## src/rtl/fetch_pkg.sv

```systemverilog
// fetch_pkg: shared types and constants for the instruction fetch stage.
//   fetchState_e : fetch FSM states
//   CAUSE_*      : fault cause codes presented on if_cause
//   NOP_INSTR    : instruction word presented alongside any fault
package fetch_pkg;
   typedef enum logic [2:0] {IDLE, REQ, WAIT, HOLD, DRAIN} fetchState_e;
   localparam logic [1:0] CAUSE_NONE     = 2'b00;
   localparam logic [1:0] CAUSE_MISALIGN = 2'b01;
   localparam logic [1:0] CAUSE_BUSERR   = 2'b10;
   localparam logic [1:0] CAUSE_TIMEOUT  = 2'b11;
   localparam logic [31:0] NOP_INSTR     = 32'h0000_0013;
endpackage

```

## src/rtl/fetch_timeout_counter.sv

```systemverilog
// fetch_timeout_counter: counts cycles spent waiting on memory and flags expiry.
//   clk, rst : clock, asynchronous active-high reset
//   clr      : zero the count (takes priority over en)
//   en       : advance the count by one
//   expired  : count has reached LIMIT-1
module fetch_timeout_counter #(
   parameter int WIDTH = 4,
   parameter int LIMIT = 16
) (
   input  logic clk,
   input  logic rst,
   input  logic clr,
   input  logic en,
   output logic expired
);
   logic [WIDTH-1:0] count;

   always_ff @(posedge clk or posedge rst)
      if (rst) count <= '0;
      else if (clr) count <= '0;
      else if (en) count <= count + 1'b1;

   assign expired = count == WIDTH'(LIMIT - 1);
endmodule

```

## src/rtl/instr_fetch_unit.sv

```systemverilog
// instr_fetch_unit: fetches the word at the current PC and hands it to decode.
//   pc_in / pc_load / pc_next      : PC register interface (PC+4 on consume, target on redirect)
//   redirect_valid / redirect_pc   : branch/jump/trap redirect request
//   imem_req/addr/gnt/rvalid/rdata/err : single-outstanding instruction memory port
//   if_valid/ready/instr/pc/fault/cause : decode handshake and fetched instruction
module instr_fetch_unit import fetch_pkg::*; #(
   parameter int XLEN = 32,
   parameter int TIMEOUT_CYCLES = 16,
   parameter logic [XLEN-1:0] NOP_INSTR = XLEN'(fetch_pkg::NOP_INSTR)
) (
   input  logic            clk,
   input  logic            rst,
   input  logic [XLEN-1:0] pc_in,
   output logic            pc_load,
   output logic [XLEN-1:0] pc_next,
   input  logic            redirect_valid,
   input  logic [XLEN-1:0] redirect_pc,
   output logic            imem_req,
   output logic [XLEN-1:0] imem_addr,
   input  logic            imem_gnt,
   input  logic            imem_rvalid,
   input  logic [XLEN-1:0] imem_rdata,
   input  logic            imem_err,
   output logic            if_valid,
   input  logic            if_ready,
   output logic [XLEN-1:0] if_instr,
   output logic [XLEN-1:0] if_pc,
   output logic            if_fault,
   output logic [1:0]      if_cause
);
   fetchState_e state, stateNext;
   logic [XLEN-1:0] instrQ, instrNext, pcQ, pcCap;
   logic faultQ, faultNext;
   logic [1:0] causeQ, causeNext;
   logic misaligned, redirect, consume, expired;

   assign misaligned = |pc_in[1:0];
   assign redirect   = redirect_valid && state != IDLE;
   assign consume    = state == HOLD && if_ready;
   assign imem_req   = state == REQ && !misaligned;
   assign imem_addr  = imem_req ? pc_in : '0;
   assign pc_load    = redirect || consume;
   assign pc_next    = redirect ? redirect_pc : consume ? pc_in + XLEN'(4) : '0;
   assign if_valid   = state == HOLD;
   assign if_instr   = instrQ;
   assign if_pc      = pcQ;
   assign if_fault   = faultQ;
   assign if_cause   = causeQ;

   fetch_timeout_counter #(
      .WIDTH($clog2(TIMEOUT_CYCLES)),
      .LIMIT(TIMEOUT_CYCLES)
   ) timeoutCounter (
      .clk(clk),
      .rst(rst),
      .clr(state == REQ && imem_gnt),
      .en(state == WAIT),
      .expired(expired)
   );

   // Redirect always wins; a response arriving with a redirect is dropped,
   // otherwise the in-flight response must be drained before the next request.
   always_comb begin
      stateNext = state;
      instrNext = instrQ;
      pcCap     = pcQ;
      faultNext = faultQ;
      causeNext = causeQ;
      case (state)
         IDLE: stateNext = REQ;
         REQ:
            if (redirect) stateNext = REQ;
            else if (misaligned) begin
               stateNext = HOLD;
               pcCap     = pc_in;
               instrNext = NOP_INSTR;
               faultNext = 1'b1;
               causeNext = CAUSE_MISALIGN;
            end
            else if (imem_gnt) stateNext = WAIT;
         WAIT:
            if (redirect) stateNext = imem_rvalid ? REQ : DRAIN;
            else if (imem_rvalid || expired) begin
               stateNext = HOLD;
               pcCap     = pc_in;
               instrNext = imem_rvalid && !imem_err ? imem_rdata : NOP_INSTR;
               faultNext = !imem_rvalid || imem_err;
               causeNext = !imem_rvalid ? CAUSE_TIMEOUT : imem_err ? CAUSE_BUSERR : CAUSE_NONE;
            end
         HOLD:
            if (redirect || if_ready) begin
               stateNext = REQ;
               faultNext = 1'b0;
               causeNext = CAUSE_NONE;
            end
         DRAIN: stateNext = imem_rvalid ? REQ : DRAIN;
         default: stateNext = IDLE;
      endcase
   end

   always_ff @(posedge clk or posedge rst)
      if (rst) begin
         state  <= IDLE;
         instrQ <= NOP_INSTR;
         pcQ    <= '0;
         faultQ <= 1'b0;
         causeQ <= CAUSE_NONE;
      end
      else begin
         state  <= stateNext;
         instrQ <= instrNext;
         pcQ    <= pcCap;
         faultQ <= faultNext;
         causeQ <= causeNext;
      end
endmodule
```

## config.mk

```make
export PLATFORM = sky130hd
export DESIGN_NAME = instr_fetch_unit
export DESIGN_NICKNAME = d
export VERILOG_FILES = /design/src/rtl/fetch_pkg.sv /design/src/rtl/fetch_timeout_counter.sv /design/src/rtl/instr_fetch_unit.sv
export SDC_FILE = /design/constraint.sdc
export NUM_CORES = 1
export LEC_CHECK = 0
export ABC_AREA = 1
export CORE_MARGIN = 5
export CORE_UTILIZATION = 38
export DETAILED_ROUTE_END_ITERATION = 6
export PLACE_DENSITY = 0.73
export SYNTH_ARGS = -nofsm -noshare
export SYNTH_HDL_FRONTEND = slang
export SYNTH_SLANG_ARGS = --single-unit
```

## constraint.sdc

```tcl
create_clock -name clk -period 4.6 [get_ports clk]
set_clock_uncertainty 0.2 [all_clocks]
set_input_delay 1.15 -clock clk [delete_from_list [all_inputs] [get_ports clk]]
set_output_delay 1.15 -clock clk [all_outputs]
set_load 0.05 [all_outputs]
```

* After elaboration in Yosys (flattened, before gate mapping) *
Index checks and enable logic that the tools add are counted.

storage, ports and cells
  flip-flop bits (word level) = 74
  bits in latches = 0
  memory bits (writable) = 0
  ROM bits = 0
  input bits = 103
  output and inout bits = 134
  logic and storage cells = 79
  memories = 0

operators by class
  add/subtract/negate cells = 2
  $mul = 0
  divide/modulo/power cells = 0
  magnitude comparators = 0
  equal/unequal tests = 12
  shifts and indexed selects = 0
  multiplexer cells = 38
  bitwise logic cells = 0
  reductions and logical operators = 21

operator list
  operator                 number
  $mux W32                 12
  $pmux W32 S2             2
  $add A32 B3 Y32 const B  1
  $mux W3                  7
  $pmux W3 S5              1
  $mux W2                  7
  $mux W4                  2
  $ne A2 B2 Y1 const B     4
  $eq A3 B2 Y1 const B     2
  $pmux W2 S3              1
  $reduce_and A6 Y1        1
  $reduce_bool A3 Y1       2
  $logic_and A1 B1 Y1      5
  $mux W1                  5
  $reduce_and A5 Y1        1
  $add A4 B1 Y4 const B    1
  $eq A4 B4 Y1 const B     1
  $logic_or A1 B1 Y1       4
  $ne A4 B4 Y1 const B     1
  $reduce_bool A2 Y1       2
  $eq A3 B1 Y1 const B     1
  $eq A3 B3 Y1 const B     1
  $logic_not A1 Y1         3
  $logic_not A3 Y1         1
  5 further kinds          5

* Depth between registers and ports, before layout *
  depth after elaboration = 6
  mapped depth = 11
  gate-level depth less buffers = 9

* By module *
Synthesis repeated with hierarchy kept, for this count alone.

second synthesis, totals
  cell total of the unflattened synthesis = 680
  area, all modules = 4486.8 um^2

by module, submodules not included
  module                 instances  cells an instance  area each (um^2)  sequential area each (um^2)
  instr_fetch_unit       1          653                4271.6            1755.4
  fetch_timeout_counter  1          27                 215.2             100.1

* Worst setup path after synthesis *
Ideal clock, no wire load.

  path type = input to output
  start = input port pc_in[2]
  end = output port pc_next[12]
  data arrival time = 2.897 ns
  required time = 3.250 ns
  path slack = 0.353 ns
  stages on the path = 7
  buffers on the path = 0
  cells stage by stage = ha_1 -> nand2_1 -> nor2_1 -> nand2_1 -> inv_1 -> nor2_1 -> o21ai_0

between the ends
  word-level cells in the longest chain between the ends = 3

ends and longest elaborated chain
  what                    line                    text
  from (decl)             instr_fetch_unit.sv:13  input logic [XLEN-1:0] pc_in,
  $add A32 B3 Y32         instr_fetch_unit.sv:43  assign pc_next = redirect ? redirect_pc : consume ? pc_in + XLEN'(4) : '0;
  $mux W32 (2 in series)  instr_fetch_unit.sv:43
  to (decl)               instr_fetch_unit.sv:15  output logic [XLEN-1:0] pc_next,

Every way passes these cells.

* Worst setup path in the final report *
  start = input port pc_in[2]
  end = output port pc_next[19]

Same word-level chain as after synthesis.

==> qor.txt <==
H-Tree Depth -> 3
Post-Synthesis Cells -> 672
Setup violations, final -> 0
Static Leak -> 3.60 nW
Die ar. -> 15500 um^2
GRT overflow -> 0
Clk buf depth -> 2
First-pass GRT wire length -> 26700 um
Synth area leaders -> dfrtp_1 36%, nand2_1 16%, o21ai_2 11%
Met1 Usage GRT -> 26.5%
Flops & latches, synth -> 74
GR Layer Usage met3 -> 6.95%
Port bufs -> 234
Layout Nets -> 1007
PwrDens -> 570 nW/um^2
Number of distinct library cells after synthesis -> 31
Clock Latency Late Sink -> 0.33 ns
Hold Violations, Final -> 0
Simple-gate share of the synthesized area -> 34.8%
Core area -> 12700 um^2
Final Power -> 4.64 mW
Setup TNS -> 0 ns
Die Span X -> 124 um
Routed WL -> 16900 um
CTS tree -> done
Final cell utilization of the core -> 64.1%
Area of the mapped netlist -> 4970 um^2
Gr usage total -> 21.4%
Cts hold-fix bufs -> 0
Antenna violations before repair -> 0
Vias per cell -> 4.75
Vias -> 5125
Worst min path class -> reg2reg
Synth area leader -> dfrtp_1
Post-synth EDFFs -> 0
Syn Area/Cell -> 7.39 um^2
Largest family of logic cells by synthesized area -> simple AND/OR/NAND/NOR gates
Met2 usage -> 35.5%
Fillers -> 1164
Most used routing layer -> met2
Multiplexer share of the synthesized area -> 0%
Status -> finished, final reports clean
Max_slew headroom -> 33.8%
Asr flop ratio synth -> 100%
CP arrival -> 3.07 ns
P&R area growth vs syn -> 64.1%
WL per Instance -> 15.7 um
Routability cong. -> 0.928
Unrepaired setup endpoints after global routing -> false
Post-route clock period utilization -> 96.0%
Largest net degree at the start of global routing -> 69
Least-Margin Pin Slew -> 0.992 ns
YS warnings -> 0
Register Area -> 1860 um^2
Register area share after synthesis -> 37.4%
CTS Buf Count -> 9
Synth Area in XOR/XNOR -> 0.705%
Post-synthesis adder-cell area fraction -> 0.504%
Max_cap viols -> 0
Fin crit period -> 4.42 ns
Post-route cell area -> 8150 um^2
Row Count -> 41
Starting Density -> 39.0%
Residual DRC -> 0
Routed Antenna Nets -> 0
Primary FF master, synth -> dfrtp_1
Vias in the first global route -> 5005
Placed Area -> 7860 um^2
Placed insts -> 1063
Pre-antenna DRT Iters -> 5
Final Non-Filler Cells -> 1079
Number of DRC markers in iteration 0 -> 344
Sink Count -> 74
Peak supply drop -> 0.000278 V
Ratio of cells with drive above 1 in the final layout -> 23.9%
Kind of critical path -> in2out
Slew Limit Fails -> 0
Yosys top cell area share -> 35.8%
Fmax -> 0.226 GHz
Hpwl dp -> 13900 um
Die height -> 124 um
Crit Path Max Fanout -> 5
Clock slew at reported path FFs -> 0.06 ns
Area of the multi-input gates -> 2590 um^2
Post-synthesis compound-gate area fraction -> 15.5%
Antenna Cells -> 0
CTS root buf -> clkbuf_16
Worst EP required -> 3.25 ns
CP Capture Type -> output pin
CP Launch Type -> input pin
Num ports -> 237
-- path summary, 6_finish.rpt --
path / startpoint / endpoint / depth (start not counted) / slack (ns)
max in group asynchronous: rst / state[1] / 3 / 2.34
min reg2reg: if_fault / if_fault / 2 / 0.27
min: if_fault / if_fault / 2 / 0.27
max reg2reg: state[2] / if_instr[31] / 10 / 2.27
min in group asynchronous: rst / if_pc[1] / 2 / 1.14
max: pc_in[2] / pc_next[19] / 8 / 0.18
-- report_power, final --
group / internal, mW / switching (mW)
combinational: 1.05 / 1.93
clock: 0.397 / 0.277
sequential: 0.865 / 0.129
total: 2.31 / 2.33
-- per-stage QoR --
| step | hold WS [ns] | setup slack (ns) |
|---|---|---|
| global route | 0.296 | 0.0161 |
| detailed placement | 0.258 | 0.175 |
| CTS | 0.274 | 0.159 |
| global placement | 0.255 | 0.211 |
| finish | 0.269 | 0.182 |
| floorplan | 0.294 | 0.353 |
-- kinds of logic after synthesis --
family          Yosys count
simple gates            404
compound gates          103
buf+inv                  84
flops                    74
xor+xnor                  4
fa+ha+maj                 2
other cells               1
-- layout make-up --
cell class / count / share of cell area, %
timing repair buffer: 246 / 36.7
tap: 172 / 2.64
clock buffer: 11 / 3.10
inverter: 56 / 2.59
clock inverter: 5 / 0.461
sequential: 74 / 22.8
multi-input combinational: 515 / 31.7
-- cell usage in the layout, fill, tap and decap left out, types with 28 or more instances in the layout --
cell type and instances:
o21ai_2 65, nand2_1 214, buf_12 57, clkdlybuf4s50_1 172, nor2_1 92, nand2_2 42
inv_1 50, dfrtp_1 71, o21ai_0 28, nand3_1 41
-- worst max-delay path: stages --
cell and delay, ns:
clkdlybuf4s50_1 0.56, nand3_1 0.20, nor2_1 0.36, nand4_1 0.17
nand2_1 0.10, nand2_1 0.05, o21ai_0 0.30, buf_12 0.19
-- registers in the layout, summed over array words and instances, names as in the netlist --
register              flops
if_fault                  1
timeoutCounter.count      4
if_cause                  2
if_instr                 32
if_pc                    32
state                     3
-- Yosys cell counts (all sizes together) (2+ instances only) --
| cell | n |
|---|---|
| nor3 | 4 |
| a21oi | 5 |
| o21ai | 95 |
| clkbuf | 4 |
| inv | 56 |
| dfrtp | 71 |
| dfstp | 3 |
| ha | 2 |
| buf | 24 |
| nor2 | 98 |
| nand2 | 258 |
| nand3 | 43 |
| xor2 | 3 |
-- layer usage --
| layer | part of all wire, % | wire length [um] |
|---|---|---|
| met1 | 42 | 7180 |
| met2 | 47 | 7990 |
| met3 | 8.2 | 1400 |
| met4 | 2.1 | 359 |
| met5 | 0 | 0 |
-- repair_timing --
action | CTS | global route
resized for setup | 0 | 1
setup buffers | 0 | 0
setup endpoints to repair | 0 | 1
(Power assumes the default switching activity.)
